===== config.mk =====
export PLATFORM = sky130hd
export DESIGN_NAME = mram_access_arbiter
export DESIGN_NICKNAME = d
export VERILOG_FILES = /design/src/rtl/mram_access_arbiter.sv
export SDC_FILE = /design/constraint.sdc
export NUM_CORES = 1
export LEC_CHECK = 0
export ABC_AREA = 1
export BUFFER_PORTS_ARGS = -buffer_cell sky130_fd_sc_hd__buf_2
export CORE_AREA = 2 2 105 107
export CTS_CLUSTER_DIAMETER = 40
export DETAILED_ROUTE_END_ITERATION = 12
export DIE_AREA = 0 0 107 109
export PLACE_DENSITY = 0.76
export SLEW_MARGIN = 10
export SYNTH_ARGS = -nofsm -noshare
export SYNTH_HDL_FRONTEND = slang
export SYNTH_SLANG_ARGS = --single-unit

===== constraint.sdc =====
create_clock -name FPGA_clk -period 3.1 [get_ports FPGA_clk]
set_input_delay 0.465 -clock FPGA_clk [delete_from_list [all_inputs] [get_ports FPGA_clk]]
set_output_delay 0.465 -clock FPGA_clk [all_outputs]
set_load 0.01 [all_outputs]

===== src/rtl/mram_access_arbiter.sv =====
// -----------------------------------------------------------------------------
// mram_access_arbiter
//   Shares one asynchronous 16-bit MRAM port between two requesters and
//   sequences every access. Port 0 is the I2C slave bridge, port 1 the
//   on-chip test/scrub engine. Grants are round-robin. Each access runs
//   SETUP -> READ|WRITE -> TURN and ends with a one-cycle response pulse.
//
// Ports
//   FPGA_clk, FPGA_rst        clock, asynchronous active-high reset
//   req_valid/ready/we [1:0]  per-port request handshake and direction
//   req_addr/wdata/be         per-port packed request fields
//   rsp_valid [1:0]           per-port completion pulse
//   rsp_rdata                 last read data, held until the next read ends
//   write_addr, mem_dq_out,   MRAM address and write data, pad output enable
//   mem_dq_oe, mem_dq_in      and read data from the pad
//   chip_en, read_en,         MRAM E#, G#, W#, LB#, UB#, all active-low
//   write_en, lb_en, ub_en
// -----------------------------------------------------------------------------
module mram_access_arbiter #(
  parameter int ADDR_W   = 20,
  parameter int DATA_W   = 16,
  parameter int RD_CYC   = 4,
  parameter int WR_CYC   = 4,
  parameter int TURN_CYC = 1
) (
  input  logic                  FPGA_clk,
  input  logic                  FPGA_rst,
  input  logic [1:0]            req_valid,
  output logic [1:0]            req_ready,
  input  logic [1:0]            req_we,
  input  logic [2*ADDR_W-1:0]   req_addr,
  input  logic [2*DATA_W-1:0]   req_wdata,
  input  logic [3:0]            req_be,
  output logic [1:0]            rsp_valid,
  output logic [DATA_W-1:0]     rsp_rdata,
  output logic [ADDR_W-1:0]     write_addr,
  output logic [DATA_W-1:0]     mem_dq_out,
  output logic                  mem_dq_oe,
  input  logic [DATA_W-1:0]     mem_dq_in,
  output logic                  chip_en,
  output logic                  read_en,
  output logic                  write_en,
  output logic                  lb_en,
  output logic                  ub_en
);

  localparam int RW_MAX  = (RD_CYC > WR_CYC) ? RD_CYC : WR_CYC;
  localparam int MAX_CYC = (RW_MAX > TURN_CYC) ? RW_MAX : TURN_CYC;
  localparam int PH_W    = (MAX_CYC > 1) ? $clog2(MAX_CYC) : 1;

  localparam logic [PH_W-1:0] RD_LAST   = PH_W'(RD_CYC - 1);
  localparam logic [PH_W-1:0] WR_LAST   = PH_W'(WR_CYC - 1);
  localparam logic [PH_W-1:0] TURN_LAST = PH_W'(TURN_CYC - 1);

  typedef enum logic [2:0] {
    S_IDLE,
    S_SETUP,
    S_READ,
    S_WRITE,
    S_TURN
  } state_t;

  state_t              state;
  logic [PH_W-1:0]     phase;
  logic                last_grant;
  logic                gnt;
  logic                lat_we;
  logic [ADDR_W-1:0]   lat_addr;
  logic [DATA_W-1:0]   lat_wdata;
  logic [1:0]          lat_be;

  logic                grant_port;
  logic [ADDR_W-1:0]   grant_addr;
  logic [DATA_W-1:0]   grant_wdata;
  logic [1:0]          grant_be;

  // With both ports requesting, the one not served last wins; otherwise the
  // single requester wins (bit 1 alone selects port 1, bit 0 alone port 0).
  // NOTE: every always_comb output gets a value on every path, so no latch is inferred.
  always_comb begin
    grant_port  = (req_valid == 2'b11) ? ~last_grant : req_valid[1];
    grant_addr  = grant_port ? req_addr[2*ADDR_W-1 -: ADDR_W]   : req_addr[ADDR_W-1:0];
    grant_wdata = grant_port ? req_wdata[2*DATA_W-1 -: DATA_W] : req_wdata[DATA_W-1:0];
    grant_be    = grant_port ? req_be[3:2]                     : req_be[1:0];
  end

  // Each state's outputs are registered on the edge that processes that
  // state, so they appear one cycle after the state is entered. The accept
  // cycle is therefore cycle 0, SETUP shows in cycle 1, the strobe in cycles
  // 2..1+N and the response in the first TURN cycle.
  // NOTE: sequential state uses non-blocking assignments only, so every register samples pre-edge values.
  always_ff @(posedge FPGA_clk or posedge FPGA_rst) begin
    if (FPGA_rst) begin
      state      <= S_IDLE;
      phase      <= '0;
      last_grant <= 1'b1;      // port 0 is preferred first after reset
      gnt        <= 1'b0;
      lat_we     <= 1'b0;
      lat_addr   <= '0;
      lat_wdata  <= '0;
      lat_be     <= '0;
      req_ready  <= '0;
      rsp_valid  <= '0;
      rsp_rdata  <= '0;
      write_addr <= '0;
      mem_dq_out <= '0;
      mem_dq_oe  <= 1'b0;
      chip_en    <= 1'b1;
      read_en    <= 1'b1;
      write_en   <= 1'b1;
      lb_en      <= 1'b1;
      ub_en      <= 1'b1;
    end else begin
      req_ready <= '0;
      rsp_valid <= '0;
      case (state)
        S_IDLE: begin
          if (|req_valid) begin
            req_ready[grant_port] <= 1'b1;
            gnt        <= grant_port;
            last_grant <= grant_port;
            lat_we     <= req_we[grant_port];
            lat_addr   <= grant_addr;
            lat_wdata  <= grant_wdata;
            lat_be     <= grant_be;
            phase      <= '0;
            state      <= S_SETUP;
          end
        end

        S_SETUP: begin
          phase <= '0;
          if (lat_be == 2'b00) begin
            // Nothing to transfer: complete without touching the bus.
            state <= S_TURN;
          end else begin
            write_addr <= lat_addr;
            chip_en    <= 1'b0;
            lb_en      <= ~lat_be[0];
            ub_en      <= ~lat_be[1];
            if (lat_we) begin
              mem_dq_oe  <= 1'b1;
              mem_dq_out <= lat_wdata;
              state      <= S_WRITE;
            end else begin
              state      <= S_READ;
            end
          end
        end

        S_READ: begin
          read_en <= 1'b0;
          if (phase == RD_LAST) begin
            phase <= '0;
            state <= S_TURN;
          end else begin
            phase <= phase + 1'b1;
          end
        end

        S_WRITE: begin
          write_en  <= 1'b0;
          mem_dq_oe <= 1'b1;
          if (phase == WR_LAST) begin
            phase <= '0;
            state <= S_TURN;
          end else begin
            phase <= phase + 1'b1;
          end
        end

        S_TURN: begin
          chip_en   <= 1'b1;
          read_en   <= 1'b1;
          write_en  <= 1'b1;
          lb_en     <= 1'b1;
          ub_en     <= 1'b1;
          mem_dq_oe <= 1'b0;
          if (phase == '0) begin
            rsp_valid[gnt] <= 1'b1;
            // This edge closes the last read_en-low cycle: sample the pad now.
            if (!lat_we && lat_be != 2'b00) rsp_rdata <= mem_dq_in;
          end
          if (phase == TURN_LAST) begin
            phase <= '0;
            state <= S_IDLE;
          end else begin
            phase <= phase + 1'b1;
          end
        end

        default: state <= S_IDLE;
      endcase
    end
  end

endmodule


==> flow_summary.ini, run 1 <==
[finish]
layout_commonest_cell = buf_2
fin_nets = 776
syn_to_final_growth_pct = 23.3
drive_gt1_share_pct = 28.8
fin_util_pct = 53.4
n_antenna_cell = 0
layout_common_cells = buf_2, nand2_1, dfrtp_1

[cts]
postCtsSetupBuffers = 0
numCtsBuffers = 9
cts_root_buffer = clkbuf_8
clk_pin_slew_worst_paths_ps = 100
htreeDepth = 3
clkSinkCount = 108
clk_path_buf_depth = 2
tritoncts = yes
clk_latency_ps = 360
cts_resized = 0
ctsHoldBuffers = 0

[global_routing]
grt_util_all_layers_pct = 18.9
grt_pass1_wl_um = 17400
overflow = 0
antenna_found_initial = 0
grt_pass1_vias = 3907
grt_start_max_net_pins = 109

[worst_setup_path]
worst_path_max_delay_cell = nand4_2
path_cells = inv_1, nor2_2, nand4_2, nand2_1, o21ai_1
worst_path_largest_cell_delay_ps = 590
worst_setup_path_end_kind = flop
critPathLaunchType = flop
cp_num_buf_inv = 1
required_ps = 3330
worstPathMaxFanout = 32
criticalPathCategory = reg -> reg
cp.arrival_ps = 2210
crit_family = simple AND/OR/NAND/NOR gates

[synthesis]
yosysSeqAreaShare_pct = 59.0
synth_xor_area_share_pct = 0
synth_top_family_by_area = simple AND/OR/NAND/NOR gates
synth.net_count = 630
syn_inst = 529
synth_mux_area_share_pct = 0
synth-seq-cells = 108
synth_compound_area_share_pct = 15.0
synth.distinct_cells = 22
synth-adder-area-share_pct = 0.817
yosysWarnings = 0
avgSynthCellArea_um2 = 8.68
netlist_area_mm2 = 0.00459
synth_simple_gate_area_share_pct = 16.6

[power]
power_leakage_uw = 0.00304
power.density_mw_per_mm2 = 956
ir_worst_vdd_mv = 0.349

[drt]
first_pass_iters = 5
wl_per_cell_um = 12.9
drt_iter0_markers = 215
drcViolationCount = 0
finalWirelength_um = 10600
via_per_inst = 4.86
via_count = 3988
ant_nets = 0

[die]
start_util_pct = 43.3
fp-row-count = 38
core-area_mm2 = 0.0106
die_width_um = 107
ios = 160
die_area_mm2 = 0.0117
die_y_um = 109

[worst_hold_path]
min_path_type = in -> async

[sta]
slew_violations = 0
clock-skew-final_ps = 6.55
rsz0062_at_grt = no
finalCriticalPeriod_ps = 1980
fin_setup_tns_ps = 0
finalCritPeriodShare_pct = 63.8
final-hold-violation-count = 0
finalSetupViolations = 0
tightest_slew_ps = 747
max_slew_margin_pct = 50.2
max_freq_ghz = 0.506

[place]
gp_congestion = 0.873
port-buffer-count = 159
place_hpwl_um = 7300

[flow_run]
drv_cap = 0

[status]
status = completed
-- report_power, final --
group	total, µW	switching, µW	internal, µW
registers	2480	379	2100
clock network	802	462	340
logic	2130	1320	812
total	5410	2160	3250
-- logic make-up (layout without fill, tap and decap cells) --
logic type      after synthesis  count (layout)
flops                       108             108
simple gates                185             185
compound gates              137             137
fa+ha+maj                     3               3
buf+inv                      96             247
-- path summary, 6_finish.rpt --
check,startpoint,endpoint,slack (ps),depth (start not counted)
max in group asynchronous,FPGA_rst,lat_wdata[10]$_DFFE_PP0P_,2440,3
setup reg to reg,state[2]$_DFFE_PP0P_,rsp_rdata[12]$_DFFE_PP0P_,1120,5
hold / removal,FPGA_rst,write_addr[17]$_DFFE_PP0P_,260,3
hold reg to reg,gnt$_DFFE_PP0P_,rsp_valid[0]$_DFF_PP0_,450,1
setup / recovery,state[2]$_DFFE_PP0P_,rsp_rdata[12]$_DFFE_PP0P_,1120,5
min in group FPGA_clk,mem_dq_in[9],rsp_rdata[9]$_DFFE_PP0P_,330,3
-- flip-flops by register name, indices dropped and copies added, names as in the netlist, 3 cells and up --
signal,count
lat_addr,20
write_addr,20
lat_wdata,16
mem_dq_out,16
rsp_rdata,16
state,3
-- cell type report --
class | instances | area, µm²
Inverter | 68 | 259
Clock buffer | 12 | 155
Timing Repair Buffer | 163 | 838
Multi-Input combinational cell | 325 | 1490
Clock inverter | 4 | 31.3
Fill cell | 998 | 4940
Sequential cell | 108 | 2710
Tap cell | 140 | 175
-- tightest hold or removal path: cells and delay by family --
family / cells / cell delay, ps
buf+inv: 3 / 600
-- cells in the mapped netlist --
cell type  instances  area, µm²
nand3_2            2       20.0
nand4_2            1       12.5
clkbuf_1           9       33.8
ha_1               3       37.5
nor2_1            45        169
nor3_4             1       16.3
a21oi_1            1       5.00
nand2_1          119        447
buf_6              1       11.3
dfrtp_1          102       2550
o211ai_1           2       15.0
nand3_1            9       45.0
buf_2             18       90.1
inv_2              3       11.3
dfstp_2            6        158
o21ai_1           71        355
nor2_4             2       22.5
o21ai_0           63        315
nor2_2             1       6.26
nand2_2            1       6.26
inv_1             65        244
nor3_1             4       20.0
-- layer usage --
layer | GRT usage (%) | share of wire, %
met5 | 0 | 0
met4 | 7.70 | 1.4
met3 | 3.41 | 6.4
met2 | 34.8 | 50
met1 | 21.8 | 42
-- metrics by stage --
| step | hold slack, ps | power, µW | cells | area [µm²] | setup slack (ps) |
|---|---|---|---|---|---|
| 6_report | 264 | 5410 | 820 | 5660 | 1120 |
| 5_1_grt | 300 | 5920 | 820 | 5660 | 940 |
| 4_1_cts | 271 | 5490 | 820 | 5660 | 1110 |
| 3_5_place_dp | 430 | 4670 | 804 | 5480 | 1140 |
| 3_3_place_gp | 423 | 4560 | 804 | 5480 | 1310 |
| 2_1_floorplan | 411 | 3910 | 529 | 4600 | 1340 |
(Power assumes the default switching activity.)
==> inputs of run 2 (changes only) <==
--- a/config.mk
+++ b/config.mk
@@ -5,13 +5,13 @@
 export SDC_FILE = /design/constraint.sdc
 export NUM_CORES = 1
 export LEC_CHECK = 0
-export ABC_AREA = 1
+export ABC_AREA = 0
 export BUFFER_PORTS_ARGS = -buffer_cell sky130_fd_sc_hd__buf_2
-export CORE_AREA = 2 2 105 107
+export CORE_AREA = 2 2 99 101
 export CTS_CLUSTER_DIAMETER = 40
 export DETAILED_ROUTE_END_ITERATION = 12
-export DIE_AREA = 0 0 107 109
-export PLACE_DENSITY = 0.76
+export DIE_AREA = 0 0 101 103
+export PLACE_DENSITY = 0.81
 export SLEW_MARGIN = 10
 export SYNTH_ARGS = -nofsm -noshare
 export SYNTH_HDL_FRONTEND = slang
==> constraint.sdc (replaced) <==
create_clock -name FPGA_clk -period 2 [get_ports FPGA_clk]
set_input_delay 0.3 -clock FPGA_clk [delete_from_list [all_inputs] [get_ports FPGA_clk]]
set_output_delay 0.3 -clock FPGA_clk [all_outputs]
set_load 0.01 [all_outputs]
==> run 2 against run 1 <==
First-iteration DRC count fell by 3.7%. Largest cell class unchanged. Combinational power up 84%. Critical path type unchanged. Via count is 15% lower. Critical endpoint is now lat_addr[17]$_DFFE_PP0P_. Highest routed layer unchanged. Sequential cell count is the same. Final area grew 1.0%.
==> flow_summary.ini, run 2 <==
[finish]
layout_common_cells = buf_2, dfrtp_1, mux2_2
drive_gt1_share_pct = 55.5
reg_top3 = lat_addr: 20 flops, write_addr: 20 flops
fin_nets = 597
n_antenna_cell = 0
layout_commonest_cell = buf_2
fin_util_pct = 60.5
fill_cells = 769
syn_to_final_growth_pct = 25.1

[flow_run]
drv_cap = 0

[die]
die_y_um = 103
die_width_um = 101
start_util_pct = 48.3
fp-row-count = 36
core-area_mm2 = 0.00946
ios = 160
die_area_mm2 = 0.0104

[global_routing]
overflow = 0
antenna_found_initial = 0
grt_pass1_vias = 3469
grt_start_max_net_pins = 109
grt_pass1_wl_um = 16800
grt_util_all_layers_pct = 20.7

[worst_setup_path]
critPathLaunchType = flop
required_ps = 2260
cp.arrival_ps = 2120
worst_setup_path_end_kind = flop
criticalPathCategory = reg -> reg
worstPathMaxFanout = 42

[synthesis]
netlist_area_mm2 = 0.00457
synth_edf_count = 0
yosysSeqAreaShare_pct = 59.3
avgSynthCellArea_um2 = 13.6
netlist.top_cell.by_area = dfrtp_1
yosys.cell_count.top_type = dfrtp_1
synth.area.top_cells = dfrtp_1, mux2_2, o221a_2
yosys.area.top_type_share_pct = 55.8
ys.flop_type = dfrtp_1
synthTopCellsByCount = dfrtp_1, mux2_2, or3_1
ys_async_sr_fraction_pct = 100
yosysWarnings = 0
syn_inst = 337
synth.net_count = 438
synth-seq-cells = 108
synth.distinct_cells = 40

[cts]
cts_resized = 0
tritoncts = yes
clk_path_buf_depth = 2
clk_pin_slew_worst_paths_ps = 90
htreeDepth = 3
cts_root_buffer = clkbuf_8
postCtsSetupBuffers = 0
numCtsBuffers = 9
clkSinkCount = 108
clk_latency_ps = 370
ctsHoldBuffers = 0

[sta]
max_slew_margin_pct = 62.2
fin_setup_tns_ps = 0
whs_ps = 69.3
rsz0062_at_grt = no
clock-skew-final_ps = 12.8
slew_violations = 0
max_freq_ghz = 0.538
finalCritPeriodShare_pct = 93.0
final-hold-violation-count = 0
finalSetupViolations = 0
finalCriticalPeriod_ps = 1860
tightest_slew_ps = 568

[power]
ir_worst_vdd_mv = 0.476
power_leakage_uw = 0.00265
finalPower_uw = 8990
power.density_mw_per_mm2 = 1570

[drt]
wl_per_cell_um = 17.4
via_count = 3396
drcViolationCount = 0
finalWirelength_um = 10700
first_pass_iters = 4
via_per_inst = 5.52
ant_nets = 0
drt_iter0_markers = 207

[worst_hold_path]
min_path_type = in -> async

[place]
place_hpwl_um = 7500
gp_congestion = 0.846
port-buffer-count = 159

[status]
status = completed
run 2: path summary, 6_finish.rpt:
path                                       from                        to  slack, ps  cells after the start
max reg2reg                state[1]$_DFFE_PP0P_  lat_addr[17]$_DFFE_PP0P_        140                      3
max                        state[1]$_DFFE_PP0P_  lat_addr[17]$_DFFE_PP0P_        140                      3
max in group asynchronous              FPGA_rst         lb_en$_DFFE_PP1P_       1490                      3
min reg2reg                     gnt$_DFFE_PP0P_    rsp_valid[0]$_DFF_PP0_        440                      1
min in group FPGA_clk              mem_dq_in[3]  rsp_rdata[3]$_DFFE_PP0P_        140                      2
min                                    FPGA_rst   lat_addr[8]$_DFFE_PP0P_         70                      3
run 2: layout make-up:
class                      count  area (µm²)  area share (%)
clock buffer                  12         155            2.71
clock inverter                 4        23.8           0.416
inverter                       8        33.8           0.591
multi-input combinational    196        1700            29.8
sequential                   108        2710            47.4
tap                          114         143            2.49
timing repair buffer         173         951            16.6
run 2: cell families (layout without fill, tap and decap cells):
kind of cell,after synthesis,after routing,share of synthesized area [%]
DFF,108,108,59.3
and+or+nand+nor,73,73,9.74
AOI/OAI and AO/OA,67,67,13.5
muxes,53,53,13.0
buffers and inverters,33,197,3.69
adders and majority gates,3,3,0.821
run 2: stage by stage:
stage          std cells  setup slack, ps  cell area, µm²
2_1_floorplan        337              188            4580
3_3_place_gp         599              179            5540
3_5_place_dp         599              141            5540
4_1_cts              615              132            5720
5_1_grt              615             75.2            5720
6_report             615              140            5720
run 2: critical path: stages, from the launching register on:
cell	delay, ps
dfrtp_1	450
or4b_4	740
or3_1	420
o221a_2	130
run 2: power breakdown:
part	leakage (µW)	internal [µW]	switching, µW
logic	0.00130	2090	1820
registers	0.00125	3260	579
clock network	0.0000961	519	716
total	0.00265	5880	3120
run 2: routing by layer:
| layer | global-route usage (%) | share of wire (%) | up-vias |
|---|---|---|---|
| met5 | 0 | 0 | - |
| met3 | 3.05 | 4.2 | 18 |
| met2 | 35.6 | 51 | 84 |
| met4 | 9.15 | 2.4 | 0 |
| li1 | - | - | 1572 |
| met1 | 26.3 | 42 | 1722 |
